--- src/rtl/dnn_pkg.sv ---
// Shared types and width helpers for the dnn inference blocks.
package dnn_pkg;

    // Frame sequencer states: collecting beats, or presenting a result
    typedef enum logic {
        ACCUM = 1'b0,
        HOLD  = 1'b1
    } state_t;

    // Width of a beat counter covering num_classes/n beats (at least 1 bit)
    function automatic int unsigned beat_cnt_w(input int unsigned num_classes,
                                               input int unsigned n);
        int unsigned beats;
        beats = num_classes / n;
        return (beats > 1) ? $clog2(beats) : 1;
    endfunction

    // Width of a class index covering num_classes classes (at least 1 bit)
    function automatic int unsigned idx_w(input int unsigned num_classes);
        return (num_classes > 1) ? $clog2(num_classes) : 1;
    endfunction

endpackage

--- src/rtl/max_finder_set.sv ---
// Combinational max/position finder over N packed unsigned values.
// Ties resolve to the lowest position.
module max_finder_set #(
    parameter  int unsigned width = 4,
    parameter  int unsigned N     = 4,
    localparam int unsigned POS_W = $clog2(N)
) (
    input  logic [width*N-1:0] in_data,
    output logic [width-1:0]   max_val,
    output logic [POS_W-1:0]   max_pos
);

    // Linear scan; strict compare keeps the earliest position on a tie
    always_comb begin
        max_val = in_data[width-1:0];
        max_pos = '0;
        for (int unsigned k = 1; k < N; k++) begin
            if (in_data[width*k +: width] > max_val) begin
                max_val = in_data[width*k +: width];
                max_pos = POS_W'(k);
            end
        end
    end

endmodule

--- src/rtl/argmax_sequencer.sv ---
// Streaming argmax over a frame of NUM_CLASSES values delivered N per beat.
// Optional scoring against a per-frame label: define ARGMAX_SEQUENCER_SCORE_EN.
module argmax_sequencer
    import dnn_pkg::*;
#(
    parameter  int unsigned width       = 4,
    parameter  int unsigned N           = 4,
    parameter  int unsigned NUM_CLASSES = 32,
    localparam int unsigned IDX_W       = idx_w(NUM_CLASSES)
) (
    input  logic               clk,
    input  logic               rst_n,
    input  logic               in_valid,
    output logic               in_ready,
    input  logic [width*N-1:0] in_data,
    output logic               out_valid,
    input  logic               out_ready,
    output logic [width-1:0]   out_max,
`ifdef ARGMAX_SEQUENCER_SCORE_EN
    input  logic [IDX_W-1:0]   label,
    output logic               correct,
    output logic [15:0]        hit_count,
`endif
    output logic [IDX_W-1:0]   out_idx
);

    localparam int unsigned CNT_W = beat_cnt_w(NUM_CLASSES, N);
    localparam int unsigned POS_W = $clog2(N);
    localparam logic [CNT_W-1:0] LAST_BEAT = CNT_W'(NUM_CLASSES / N - 1);

    state_t             state;
    logic [CNT_W-1:0]   beat_cnt;
    logic [width-1:0]   run_max;
    logic [IDX_W-1:0]   run_idx;

    logic [width-1:0]   chunk_max;
    logic [POS_W-1:0]   chunk_pos;
    logic [IDX_W-1:0]   cand_idx;
    logic               accept;

    max_finder_set #(
        .width (width),
        .N     (N)
    ) u_chunk (
        .in_data (in_data),
        .max_val (chunk_max),
        .max_pos (chunk_pos)
    );

    assign accept   = in_valid && in_ready;
    assign cand_idx = IDX_W'(beat_cnt) * IDX_W'(N) + IDX_W'(chunk_pos);
    assign out_max  = run_max;
    assign out_idx  = run_idx;

    // Frame FSM: accumulate running max over beats, then hold result until taken
    always_ff @(posedge clk or negedge rst_n) begin
        if (!rst_n) begin
            state     <= ACCUM;
            beat_cnt  <= '0;
            in_ready  <= 1'b1;
            out_valid <= 1'b0;
            run_max   <= '0;
            run_idx   <= '0;
        end else begin
            case (state)
                ACCUM: begin
                    if (accept) begin
                        if (beat_cnt == '0 || chunk_max > run_max) begin
                            run_max <= chunk_max;
                            run_idx <= cand_idx;
                        end
                        if (beat_cnt == LAST_BEAT) begin
                            beat_cnt  <= '0;
                            state     <= HOLD;
                            in_ready  <= 1'b0;
                            out_valid <= 1'b1;
                        end else begin
                            beat_cnt <= beat_cnt + 1'b1;
                        end
                    end
                end
                HOLD: begin
                    if (out_ready) begin
                        state     <= ACCUM;
                        in_ready  <= 1'b1;
                        out_valid <= 1'b0;
                    end
                end
                default: state <= ACCUM;
            endcase
        end
    end

`ifdef ARGMAX_SEQUENCER_SCORE_EN
    logic [IDX_W-1:0] label_q;

    assign correct = (state == HOLD) && (run_idx == label_q);

    // Capture the frame label alongside the first beat of each frame
    always_ff @(posedge clk or negedge rst_n) begin
        if (!rst_n) begin
            label_q <= '0;
        end else if (accept && beat_cnt == '0) begin
            label_q <= label;
        end
    end

    // Count correctly classified frames as they are handed off, saturating
    always_ff @(posedge clk or negedge rst_n) begin
        if (!rst_n) begin
            hit_count <= '0;
        end else if (out_valid && out_ready && correct && hit_count != 16'hFFFF) begin
            hit_count <= hit_count + 16'd1;
        end
    end
`endif

endmodule
--- config.mk ---
export PLATFORM = sky130hd
export DESIGN_NAME = argmax_sequencer
export DESIGN_NICKNAME = d
export VERILOG_FILES = /design/src/rtl/dnn_pkg.sv /design/src/rtl/max_finder_set.sv /design/src/rtl/argmax_sequencer.sv
export SDC_FILE = /design/constraint.sdc
export NUM_CORES = 1
export LEC_CHECK = 0
export BUFFER_PORTS_ARGS = -buffer_cell sky130_fd_sc_hd__clkbuf_2
export CAP_MARGIN = 20
export CORE_ASPECT_RATIO = 1.25
export CORE_MARGIN = 5
export CORE_UTILIZATION = 35
export CTS_BUF_LIST = sky130_fd_sc_hd__clkbuf_8
export DETAILED_ROUTE_END_ITERATION = 16
export PLACE_DENSITY_LB_ADDON = 0.3
export SYNTH_ARGS = -nofsm -noshare
export SYNTH_HDL_FRONTEND = slang
export SYNTH_SLANG_ARGS = --single-unit
--- constraint.sdc ---
create_clock -name clk -period 2.3 [get_ports clk]
set_clock_uncertainty 0.15 [all_clocks]
set_input_delay 0.23 -clock clk [delete_from_list [all_inputs] [get_ports clk]]
set_output_delay 0.23 -clock clk [all_outputs]
set_load 0.1 [all_outputs]
==> results of run 1 <==
-- critical path, delay by kind of cell --
kind,cells,cell delay (ps)
AO/OA/AOI/OAI,11,2020
AND/OR/NAND/NOR,8,990
multiplexers,3,890
adder cells (fa/ha/maj),4,880
buffers and inverters,4,430
-- Yosys cell counts, drive strengths merged (2+ instances only) --
cell    number  area (sq um)
or2          3          21.3
nand3        4          20.0
nor2         5          18.8
inv         19          71.3
a22o         2          17.5
a41oi        2          17.5
o21ai        9          45.0
a41o         2          20.0
dfrtp       14           350
mux2i        4          40.0
nand2b       3          18.8
ha          17           213
a21oi        7          35.0
o211ai       2          15.0
mux2         9           109
nand2        8          30.0
nor2b        3          18.8
and2         2          12.5
-- through the flow --
stage | cells | total power, uW | util, % | hold slack, ps | setup TNS [ps]
2_1_floorplan | 136 | 994 | - | -216 | -27890
3_3_place_gp | 246 | 1250 | 53.4 | 2.67 | -30150
3_5_place_dp | 246 | 1300 | 53.4 | 8.43 | -32610
4_1_cts | 259 | 1620 | 60.6 | 62.3 | -27190
5_1_grt | 266 | 1810 | 64.2 | 72.3 | -29510
6_report | 266 | 1710 | 64.2 | 62.4 | -28020
-- layout make-up --
class,instances,share of cell area (%)
timing repair buffer,88,28.4
sequential,15,16.5
tap,39,2.14
inverter,19,3.46
clock buffer,3,1.81
clock inverter,1,0.165
multi-input combinational,101,47.5
-- what timing repair did --
item / 4_1_cts / 5_1_grt
setup buffers: 8 / 7
pin swaps: 16 / 13
hold buffers: 1 / 0
resized for setup: 25 / 19
endpoints found under the hold margin: 14 / 0
endpoints found under the setup margin: 9 / 9
-- how the worst max path moves through the flow --
stage / startpoint / to / slack (ps) / cells after the start
2_1_floorplan: in_data[3] / out_idx[2] / -3210 / 27
3_3_place_gp: in_data[3] / out_idx[3] / -3410 / 28
3_5_place_dp: in_data[3] / out_idx[3] / -3680 / 28
4_1_cts: in_data[2] / out_idx[2] / -3050 / 28
5_1_grt: in_data[3] / out_max[0] / -3330 / 28
6_report: in_data[3] / out_max[0] / -3160 / 30
-- cells by family after synthesis --
family / share of synthesized area [%]
simple gates: 16.2
compound gates: 21.0
buf+inv: 5.79
fa+ha+maj: 16.4
flops: 29.1
mux: 11.5
-- state kept, by name (all words and copies together), names as in the netlist --
name / cells
out_idx: 5
out_max: 4
beat_cnt: 3
in_ready: 1
out_valid: 1
state: 1
-- cells in the final DEF (no fill, tap or decap), types with 2 or more instances in the layout --
cell       n
buf_4     51
clkbuf_2  26
inv_1     17
dfrtp_1   14
ha_1       9
ha_4       8
mux2_4     7
buf_6      7
nor2_1     5
a21oi_1    5
nand2_1    5
o21ai_0    4
nand3_1    4
clkbuf_8   4
nor2b_4    3
o21ai_2    3
nand2b_1   3
inv_2      2
a41o_1     2
a41oi_1    2
nand2_4    2
mux2i_1    2
and2_4     2
a22o_1     2
o211ai_1   2
mux2_2     2
o21ai_1    2
buf_8      2
-- power by group through the flow --
stage	logic (uW)	registers (uW)	clock network [uW]
finish	1170	336	206
global route	1250	343	220
CTS	1070	337	207
detailed placement	955	342	0
global placement	913	342	0
floorplan	395	600	0
-- layer usage --
layer  wire length (um)  part of all wire [%]  global-route usage [%]
met5                  0                     0                       0
met2               2240                    58                    29.2
met4                104                   2.7                    4.86
met1               1390                    36                    13.6
met3                146                   3.8                    2.71
==> impl_results.md, run 1 <==
- Status: finished with violations
- Failing checks: negative setup slack
- Pwr/cell area: about 750 nW/um^2
- Comb power frac: 68.4%
- Chip Width: between 60 and 70 um
- DRT antenna net count: 0
- Critical path peak fanout: 5
- Switching Share: between 40% and 50%
- Worst reg-to-reg path cell count: 10
- Worst-Margin Slew: between 500 and 600 ps
- Register bit total from synthesis: 15
- Register area share after synthesis: between 20 and 30%
- HP Start: out_ready
- Final hold vios: 0
- Final setup margin: -3160 ps
- Reg clk slew, reported paths: approximately 60 ps
- Worst Path Arrival: ~5500 ps
- RD Place Congestion: 0.848
- Clock root cell: clkbuf_8
- Tot GR Track Use: about 14%
- Fmax: roughly 180 MHz
- CTS tree: done
- First-pass detailed-route iteration total: 4
- Die area: between 5000 and 6000 sq um
- Clock Power Share: a little under an eighth
- Internal power: 941 uW
- Site Rows: 24
- Count of different cell masters after synthesis: 42
- Synth warn: 0
- R2R Setup Slk: approximately 80 ps
- Clock buffer depth: 2
- Hold Crit Depth: 2
- Final Setup Violations: 9
- I/O Buffers: 30
- DRC: 0
- I/O pin count: 31
- CORE AREA: between 3000 and 4000 sq um
- WL/cell: 14.6 um
- Routed vias: roughly 1,400
- Slew headroom: between 60 and 70%
- Max incr delay on CP: about 400 ps
- Final Slew Violations: 0
- First-pass GRT wire length: 5930 um
- Fillers: 300
- FF-to-FF Start: out_max[1]
- Grt total ovfl: 0
- Area after DPL: 1890 sq um
- Syn Inst Count: between 100 and 150
- Pre-CTS setup slack: -3680 ps
- Vias in the first global route: roughly 1,500
- Worst hold path class: in2reg
- H-tree levels: 1
- Crit path capture type: register
- Setup CP Type: in2reg
- MaxCap Viol Count: 0
- Final instance area: between 2000 and 2500 sq um
- Register Area: between 300 and 400 sq um
- Minimum clock period: around 5500 ps
- Flop pwr share: 19.6%
- Area used by multi-input combinational logic: about 1100 sq um
- Vias per cell: roughly 5.3
- Syn Area/Cell: around 9.5 sq um
- Tcrit/Tclk final: 237%
- Hold endpoint: state
- Proportion of layout cells with a drive suffix above 1: between 60% and 70%
- Reg2reg end: out_max[1]
- CP most frequent cell: ha_4
- Sink Count: 15
- Starting density of the core: a little over a third
- CTS Buf Count: 3
- P&R area growth vs syn: 75.6%
- DRT iter0 DRCs: 29
- Switching power: between 700 and 800 uW
- Ys flop type: dfrtp_1
- Worst path required time: 2280 ps
- Startpoint Class: primary input
- Leakage: around 0.0012 uW
- Chip Height: between 70 and 80 um
- Nets: about 270
- Total wire length: ~3900 um
- Mapped Area: between 1000 and 1500 sq um
- VDD IR max: roughly 0.00028 V
- Pin count of the biggest net entering global routing: 16
- RSZ-0062 raised after global routing: true
- Async set-or-reset flop fraction in the synthesized netlist: 100%
- Antenna diode count: 0
- Post-synth EDFFs: 0
- Clock latency on the worst-skew pair: around 240 ps
- Post-DP HPWL: just under 3000 um
- Initial antenna violation count: 0
- Syn nets: about 170
- Worst path slowest cell: a2111oi_4
Note: power is estimated with default switching activity, not from simulation.
==> run 2: changes to the inputs <==
--- a/config.mk
+++ b/config.mk
@@ -5,7 +5,7 @@
 export SDC_FILE = /design/constraint.sdc
 export NUM_CORES = 1
 export LEC_CHECK = 0
-export BUFFER_PORTS_ARGS = -buffer_cell sky130_fd_sc_hd__clkbuf_2
+export BUFFER_PORTS_ARGS = -buffer_cell sky130_fd_sc_hd__buf_4
 export CAP_MARGIN = 20
 export CORE_ASPECT_RATIO = 1.25
 export CORE_MARGIN = 5
==> impl_results.md, run 2 (synthesis results as in run 1) <==
- Status: finished with violations
- Failing checks: negative setup slack
- CTS Buf Count: 3
- First-pass GRT wire length: roughly 6000 um
- Worst path required time: 2280 ps
- Tcrit/Tclk final: 232%
- DRT iter0 DRCs: 29
- Most frequent cells in the layout: buf_4, inv_1, dfrtp_1
- WL/cell: about 14 um
- Minimum clock period: 5330 ps
- Comb power frac: between 60% and 70%
- Crit path capture type: register
- Max reg flops: 5
- Slew headroom: around 75%
- R2R Setup Slk: 130 ps
- Final core utilization: about three fifths
- VDD IR max: around 0.00026 V
- Starting density of the core: a little over a third
- Fmax: 188 MHz
- Switching Share: between 40% and 50%
- Switching power: 724 uW
- Chip Width: approximately 64 um
- CP top delay family: compound AO/OA/AOI/OAI gates
- Total wire length: 3550 um
- Routed vias: about 1,300
- Initial antenna violation count: 0
- Clock latency on the worst-skew pair: 250 ps
- Buf/Inv on CP: 3
- I/O pin count: 31
- CORE AREA: 3540 sq um
- Max incr delay on CP: 450 ps
- DRT antenna net count: 0
- RD Place Congestion: just over 0.8
- Inst Count DP: 240
- FF-to-FF Start: out_max[1]
- HP Start: out_ready
- MaxCap Viol Count: 0
- H-tree levels: 1
- CTS tree: done
- Hold endpoint: state
- Clock Power Share: 13.6%
- RSZ-0062 raised after global routing: true
- Final Setup Violations: 9
- Internal power: slightly below 900 uW
- Pwr/cell area: approximately 740 nW/um^2
- Setup CP Type: in2reg
- Final Slew Violations: 0
- Flop pwr share: between 20% and 30%
- Reg2reg end: out_idx[3]
- Final hold vios: 0
- Design Power: between 1500 and 2000 uW
- Non-filler cells in the finished layout: between 200 and 300
- Reg clk slew, reported paths: about 60 ps
- Fin Hold WS: around 47 ps
- Hold Crit Depth: 2
- Worst reg-to-reg path cell count: 10
- Site Rows: 24
- Antenna diode count: 0
- Critical path peak fanout: 4
- Grt total ovfl: 0
- Nets: 250
- Proportion of layout cells with a drive suffix above 1: about 56%
- P&R area growth vs syn: 67.1%
- Chip Height: around 80 um
- Clock root cell: clkbuf_8
- Startpoint Class: primary input
- Post-DP HPWL: 2910 um
- Clock buffer depth: 2
- Pin count of the biggest net entering global routing: 16
- Sink Count: 15
- Worst-Margin Slew: roughly 370 ps
- Commonest non-fill, non-tap cell in the layout: buf_4
- Vias per cell: roughly 5.2
- I/O Buffers: 30
- Worst hold path class: in2reg
- First-pass detailed-route iteration total: 4
- Tot GR Track Use: 14.6%
- Die area: around 5000 sq um
- Vias in the first global route: ~1,400
- Worst path slowest cell: a2111oi_4
- CP most frequent cell: ha_4
- Leakage: around 0.0011 uW
- DRC: 0
- Worst Path Arrival: between 5000 and 6000 ps
- Final setup margin: -3030 ps
-- run 2: cell types whose count changed in the layout (fill, tap and decap cells not counted), moves of 3 or more --
cell | previous run | this run
a21oi_1 | 5 | 2
a21oi_2 | 1 | 5
o21ai_1 | 2 | 5
o21ai_2 | 3 | 0
buf_4 | 51 | 63
clkbuf_2 | 26 | 0
-- run 2: cell type report --
type | count | area (sq um)
inverters | 19 | 86.3
clock buffers | 3 | 41.3
flip-flops and latches | 15 | 377
well taps | 39 | 48.8
fillers | 294 | 1380
clock inverters | 1 | 5.00
multi-input cells | 101 | 1020
repair buffers | 73 | 592
-- run 2: repair_timing --
item / 4_1_cts / 5_1_grt
resized for setup: 25 / 11
hold buffers: 1 / 0
hold endpoints to repair: 15 / 0
buffers inserted: 4 / 2
setup endpoints to repair: 9 / 9
pin swaps: 20 / 12
-- run 2: per-stage QoR --
| step | TNS, ps | area [sq um] | setup WS, ps |
|---|---|---|---|
| after floorplan | -27890 | 1390 | -3210 |
| after global placement | -29680 | 1920 | -3410 |
| after detailed placement | -31010 | 1920 | -3540 |
| after CTS | -26790 | 2120 | -3020 |
| after global routing | -28910 | 2170 | -3250 |
| final | -26810 | 2170 | -3030 |
-- run 2: worst max-delay path by stage --
stage / start / end / slack [ps] / cells past startpoint
after global routing: in_data[1] / out_max[1] / -3250 / 29
after CTS: in_data[2] / out_idx[3] / -3020 / 28
after floorplan: in_data[3] / out_idx[2] / -3210 / 27
final: in_data[6] / out_idx[3] / -3030 / 27
after global placement: in_data[3] / out_max[0] / -3410 / 29
after detailed placement: in_data[3] / out_max[0] / -3540 / 29
-- run 2: per-layer routing --
layer  track usage (%)  vias to the layer above  wire (um)
met5                 0                        -          0
li1                  -                      654          -
met4              2.54                        0         23
met2              30.1                       32       2030
met1              14.6                      616       1340
met3              3.43                        4        160
-- run 2: power groups by stage --
stage	Clock (uW)	Combinational, uW	Sequential, uW
4_1_cts	219	1010	343
2_1_floorplan	0	395	600
3_5_place_dp	0	958	346
5_1_grt	234	1120	347
6_report	218	1040	342
3_3_place_gp	0	932	342
